<file path="config.mk">
export PLATFORM = sky130hd
export DESIGN_NAME = gray_conv_arbiter
export DESIGN_NICKNAME = d
export VERILOG_FILES = /design/src/rtl/gray_conv_arbiter.sv
export SDC_FILE = /design/constraint.sdc
export NUM_CORES = 1
export LEC_CHECK = 0
export BUFFER_PORTS_ARGS = -buffer_cell sky130_fd_sc_hd__buf_2
export CORE_AREA = 2 2 39 41
export DETAILED_ROUTE_END_ITERATION = 7
export DIE_AREA = 0 0 41 43
export HOLD_SLACK_MARGIN = 0.1
export PLACE_DENSITY = 0.8
export REMOVE_ABC_BUFFERS = 1
export SLEW_MARGIN = 20
export SYNTH_ARGS = -nofsm -noshare
export SYNTH_HDL_FRONTEND = slang
export SYNTH_SLANG_ARGS = --single-unit
</file>
<file path="constraint.sdc">
create_clock -name clk -period 3.7 [get_ports clk]
set_input_delay 0.74 -clock clk [delete_from_list [all_inputs] [get_ports clk]]
set_output_delay 0.74 -clock clk [all_outputs]
set_load 0.02 [all_outputs]
</file>
<file path="src/rtl/gray_conv_arbiter.sv">
// Round-robin/fixed-priority arbiter sharing one registered binary-to-Gray stage.
// Define GRAY_ARB_RR_EN for round-robin; when undefined the lowest set index always wins.
module gray_conv_arbiter #(
    parameter int unsigned N_REQ = 4,
    parameter int unsigned WIDTH = 4,
    parameter int unsigned ID_W  = 2
) (
    input  logic                     clk,
    input  logic                     rst_n,
    input  logic [N_REQ-1:0]         req,
    input  logic [N_REQ*WIDTH-1:0]   bin_in,
    output logic [N_REQ-1:0]         gnt,
    output logic                     out_valid,
    input  logic                     out_ready,
    output logic [WIDTH-1:0]         gray_out,
    output logic [ID_W-1:0]          out_id
);

    typedef enum logic [0:0] {StEmpty, StFull} state_e;

    state_e            state_q, state_d;
    logic              take;
    logic [ID_W-1:0]   winner;
    logic [WIDTH-1:0]  win_bin;
    logic [WIDTH-1:0]  gray_d;
    logic [WIDTH-1:0]  gray_q;
    logic [ID_W-1:0]   id_q;

    function automatic logic [ID_W-1:0] lowest_set(input logic [N_REQ-1:0] v);
        lowest_set = '0;
        for (int k = N_REQ - 1; k >= 0; k--) begin
            if (v[k]) lowest_set = ID_W'(k);
        end
    endfunction

`ifdef GRAY_ARB_RR_EN
    logic [ID_W-1:0]  last_q;
    logic [N_REQ-1:0] hi_mask;
    logic [N_REQ-1:0] hi_req;

    // Requests above last win first; otherwise wrap around to the lowest index.
    always_comb begin
        hi_mask = '0;
        for (int k = 0; k < N_REQ; k++) begin
            hi_mask[k] = (ID_W'(k) > last_q);
        end
        hi_req = req & hi_mask;
        winner = (|hi_req) ? lowest_set(hi_req) : lowest_set(req);
    end

    always_ff @(posedge clk or negedge rst_n) begin
        if (!rst_n) begin
            last_q <= ID_W'(N_REQ - 1);
        end else if (take) begin
            last_q <= winner;
        end
    end
`else
    always_comb begin
        winner = lowest_set(req);
    end
`endif

    // Gating with rst_n keeps gnt low while reset is held.
    always_comb begin
        take = rst_n && (|req) && ((state_q == StEmpty) || out_ready);
        gnt  = take ? (N_REQ'(1) << winner) : '0;
    end

    always_comb begin
        win_bin = '0;
        for (int k = 0; k < N_REQ; k++) begin
            if (winner == ID_W'(k)) win_bin = bin_in[k*WIDTH +: WIDTH];
        end
        gray_d = win_bin ^ (win_bin >> 1);
    end

    always_ff @(posedge clk or negedge rst_n) begin
        if (!rst_n) begin
            state_q <= StEmpty;
        end else begin
            state_q <= state_d;
        end
    end

    always_comb begin
        state_d = state_q;
        unique case (state_q)
            StEmpty: if (take) state_d = StFull;
            StFull: begin
                if (take)           state_d = StFull;
                else if (out_ready) state_d = StEmpty;
            end
            default: state_d = StEmpty;
        endcase
    end

    always_comb begin
        out_valid = (state_q == StFull);
        gray_out  = gray_q;
        out_id    = id_q;
    end

    always_ff @(posedge clk or negedge rst_n) begin
        if (!rst_n) begin
            gray_q <= '0;
            id_q   <= '0;
        end else if (take) begin
            gray_q <= gray_d;
            id_q   <= winner;
        end
    end

endmodule

</file>
== After elaboration in Yosys (flattened, before gate mapping) ==
Index checks and enable logic that the tools add are counted.
Word-level totals
  flip-flop bits (word level): 7
  output and inout port bits: 11
  bits of input ports: 23
  memories: 0
  latch bits: 0
  RAM bits: 0
  memory bits (read-only): 0
Cells by class
  equal/unequal tests: 3
  reduce and logical (&&, ||, !) cells: 5
  div/mod/pow operators: 0
  magnitude comparators: 0
  $mul: 0
  shift operators: 1
  muxes and demuxes: 13
  add/sub/neg operators: 0
  bitwise gates (word level): 2
Operators by type and width (count)
  $mux W4: 5
  $mux W2: 4
  $eq A2 B2 Y1 const B: 2
  $reduce_or A4 Y1: 1
  $shl A1 B2 Y4 const A: 1
  $xor A4 B3 Y4: 1
  $mux W1: 3
  $eq A2 B1 Y1 const B: 1
  $logic_and A1 B1 Y1: 2
  $logic_not A2 Y1: 1
  $pmux W1 S2: 1
  $logic_or A1 B1 Y1: 1
  $not A1 Y1: 1

== Logic depth before layout (Yosys ltp) ==
  word-level depth: 10
  gate-level depth with buffers: 6
  depth with buffers taken out: 5

== Worst setup path after synthesis ==
OpenSTA, ideal clock, no wires.
  kind: in2out
  start: input port req[3]
  end: output port gnt[1]
  data required time: 2960 ps
  path buffers: 2
  arrival: 1772 ps
  stages: 5
  setup slack: 1188 ps
  path through: buf_4 -> o41ai_2 -> nand2b_1 -> buf_2 -> nor3_1
On the way
  word-level cells in the longest chain between the ends: 6
  elaborated cells on any way between the ends: 9
  those cells by class: 1 x shift; 5 x mux; 3 x reduce/logical
RTL lines
  start, declared: RTL line 10  | input logic [N_REQ-1:0] req,
  $mux W2 (4 in series): RTL line 32  | if (v[k]) lowest_set = ID_W'(k);
  $shl A1 B2 Y4: RTL line 67  | gnt = take ? (N_REQ'(1) << winner) : '0;
  $mux W4 *: RTL line 67
  end, declared: RTL line 12  | output logic [N_REQ-1:0] gnt,
Every way passes the cells marked *; elsewhere a longest branch is shown, timed or not.

== Final worst setup path ==
  start: input port req[0]
  end: output port gnt[3]
On the way
  word-level cells in the longest chain between the ends: 4
  elaborated cells on any way between the ends: 6
  those cells by class: 1 x shift; 2 x mux; 3 x reduce/logical
RTL lines
  $reduce_or A4 Y1: RTL line 66  | take = rst_n && (|req) && ((state_q == StEmpty) || out_ready);
  $logic_and A1 B1 Y1 (2 in series): RTL line 66
  $mux W4 *: RTL line 67
Marks and branches as above.

==> out/metrics.yaml <==
outcome: "finished, final reports clean"
grt_max_degree: 16
arrival_ns: 1.84
fin_nets: 127
vdd_drop_max_mv: 0.114
hold_violations: 0
io_buffers: 33
rr_worst_depth: 4
startpoint_type: "input port"
synth.area.top_cells: "dfrtp_1 30%, nand2_1 7.1%, o21ai_1 4.3%"
antenna_found_initial: 0
finish.instance_area_um2: 758
synth_area_um2: 579
dpl.hpwl_um: 1040
clock-root-buffer: "clkbuf_4"
drt-vias-per-instance: 5.15
vias: 613
placed_cell_area_um2: 732
clockBufferDepth: 2
ctsHoldBuffers: 0
min_path_type: "input port to asynchronous set/reset pin"
r2r_slack_ns: 2.55
grt_pass1_wl_um: 2190
dr.first_iter.drc_count: 7
grt-ovfl-total: 0
io_pins: 34
grt_usage: 0.175
tritoncts: "yes"
endpoint_kind: "primary output"
yosysUniqueCellTypes: 32
dieArea_um2: 1760
fin_skew_ns: 0.000155
required_ns: 2.96
drv_slew: 0
fin_crit_ns: 2.58
numCtsBuffers: 3
critPathMaxFanout: 15
place_congestion: 0.801
wl_um: 1290
avgSynthCellArea_um2: 8.28
drive_gt1_frac: 0.447
postCtsSetupBuffers: 0
drv_cap: 0
cts_sinks: 7
yosysSeqAreaShare: 0.302
hold_ws_ns: 0.335
cts.repair.resized: 0
drc_errors: 0
final.period_utilization: 0.698
rsz0062_at_grt: "false"
regToRegStartpoint: "out_valid"
ant_nets: 0
n_antenna_cell: 0
insertion_delay_ns: 0.24
p_per_area_nw_per_um2: 342
slew_headroom: 0.777
yosysTopAreaCell: "dfrtp_1"
tightestPinTransition_ns: 0.330
core_um2: 1380
criticalPathCategory: "input port to primary output"
setup_viol: 0
synth-seq-cells: 7
std_cell_rows: 14
die_x_um: 41
power_leakage_nw: 0.377
timing.setup.tns_ns: 0
pre_cts_ws_ns: 1.12
start_util: 0.419
yosys.area.top_type_share: 0.302
setup_slack_ns: 1.12
cts_htree_levels: 1
syn_to_final_growth_pct: 30.9
grt_pass1_vias: 513
cts.clk_slew.worst_paths_ns: 0.05
wl_per_cell_um: 10.8
firstDrtPassIters: 4
synthCells: 70
die_y_um: 43
worstReg2RegEnd: "out_id[0]"
ys_warn_count: 0
fmax_ghz: 0.387
==> layout by cell type, fill, tap and decap left out, drive strengths merged, types with 3 or more instances in the layout <==
master / instances
a21oi: 3
clkbuf: 4
nand2b: 3
nor2: 6
dfrtp: 7
o21ai: 9
nor2b: 3
nand2: 12
buf: 34
==> worst max-delay path, stage by stage <==
cell and delay [ns]:
buf_2 0.18, o41ai_2 0.38, nand2b_1 0.15, buf_4 0.17, nor2_1 0.07, buf_2 0.15
==> per-stage QoR <==
stage,util,power (W),cells
2_1_floorplan,-,0.000153,65
3_3_place_gp,0.529,0.000192,115
3_5_place_dp,0.529,0.000194,115
4_1_cts,0.548,0.000261,119
5_1_grt,0.548,0.000282,119
6_report,0.548,0.000259,119
==> layer usage <==
layer / track usage / vias to the layer above / wire length, um
met5: 0 / - / 0
met4: 0.0800 / 0 / 12
met3: 0.0366 / 2 / 83
met2: 0.247 / 19 / 651
met1: 0.245 / 276 / 539
li1: - / 316 / -
==> flip-flops by register name, summed over array words and instances, names as in the netlist <==
signal / flops
gray_out: 4
out_id: 2
out_valid: 1
==> power by group <==
part	internal, W	switching [W]	leakage [nW]
Clock	0.0000410	0.0000263	0.0150
Combinational	0.0000395	0.0000564	0.276
Sequential	0.0000899	0.00000631	0.0863
Total	0.000170	0.0000890	0.377
==> worst max path at each step <==
stage	slack [ns]	from	to	cells after the start
after floorplan	1.34	req[2]	gnt[1]	3
after global placement	1.15	req[0]	gnt[1]	6
after detailed placement	1.12	req[0]	gnt[1]	6
after CTS	1.11	req[0]	gnt[1]	6
after global routing	1.02	req[0]	gnt[1]	6
final	1.12	req[0]	gnt[3]	6
==> synthesized netlist by cell type <==
| master | n |
|---|---|
| a22oi_1 | 1 |
| a311oi_1 | 1 |
| nor3_1 | 2 |
| a21oi_2 | 2 |
| a21oi_1 | 1 |
| o21ai_1 | 5 |
| xnor2_1 | 1 |
| buf_4 | 1 |
| o21ai_0 | 4 |
| o21ba_2 | 1 |
| mux2i_1 | 1 |
| dfrtp_1 | 7 |
| nor2b_1 | 3 |
| mux2_1 | 1 |
| o41ai_2 | 1 |
| and3_1 | 1 |
| xor2_1 | 2 |
| buf_2 | 2 |
| or4b_4 | 1 |
| nand2b_1 | 3 |
| a311o_1 | 2 |
| nand3b_1 | 1 |
| nand2_1 | 11 |
| o311ai_0 | 1 |
| nand2_2 | 1 |
| nor2_1 | 4 |
| o21a_1 | 1 |
| inv_1 | 1 |
| o22ai_1 | 2 |
| buf_6 | 2 |
| inv_2 | 1 |
| nor2_2 | 2 |
==> area by class of cell <==
class / instances / area (um2)
Tap cell: 16 / 20.0
Sequential cell: 7 / 175
Clock buffer: 4 / 26.3
Fill cell: 141 / 626
Multi-Input combinational cell: 56 / 357
Timing Repair Buffer: 34 / 173
Inverter: 2 / 7.51
==> kinds of logic (layout without fill, tap and decap cells) <==
logic type,count (synthesis),after routing,share of synthesized area
simple gates,29,29,0.259
compound gates,22,22,0.274
flops,7,7,0.302
buf+inv,7,40,0.0821
xor+xnor,3,3,0.0454
mux,2,2,0.0367
Power figures use the tool's default switching activity.
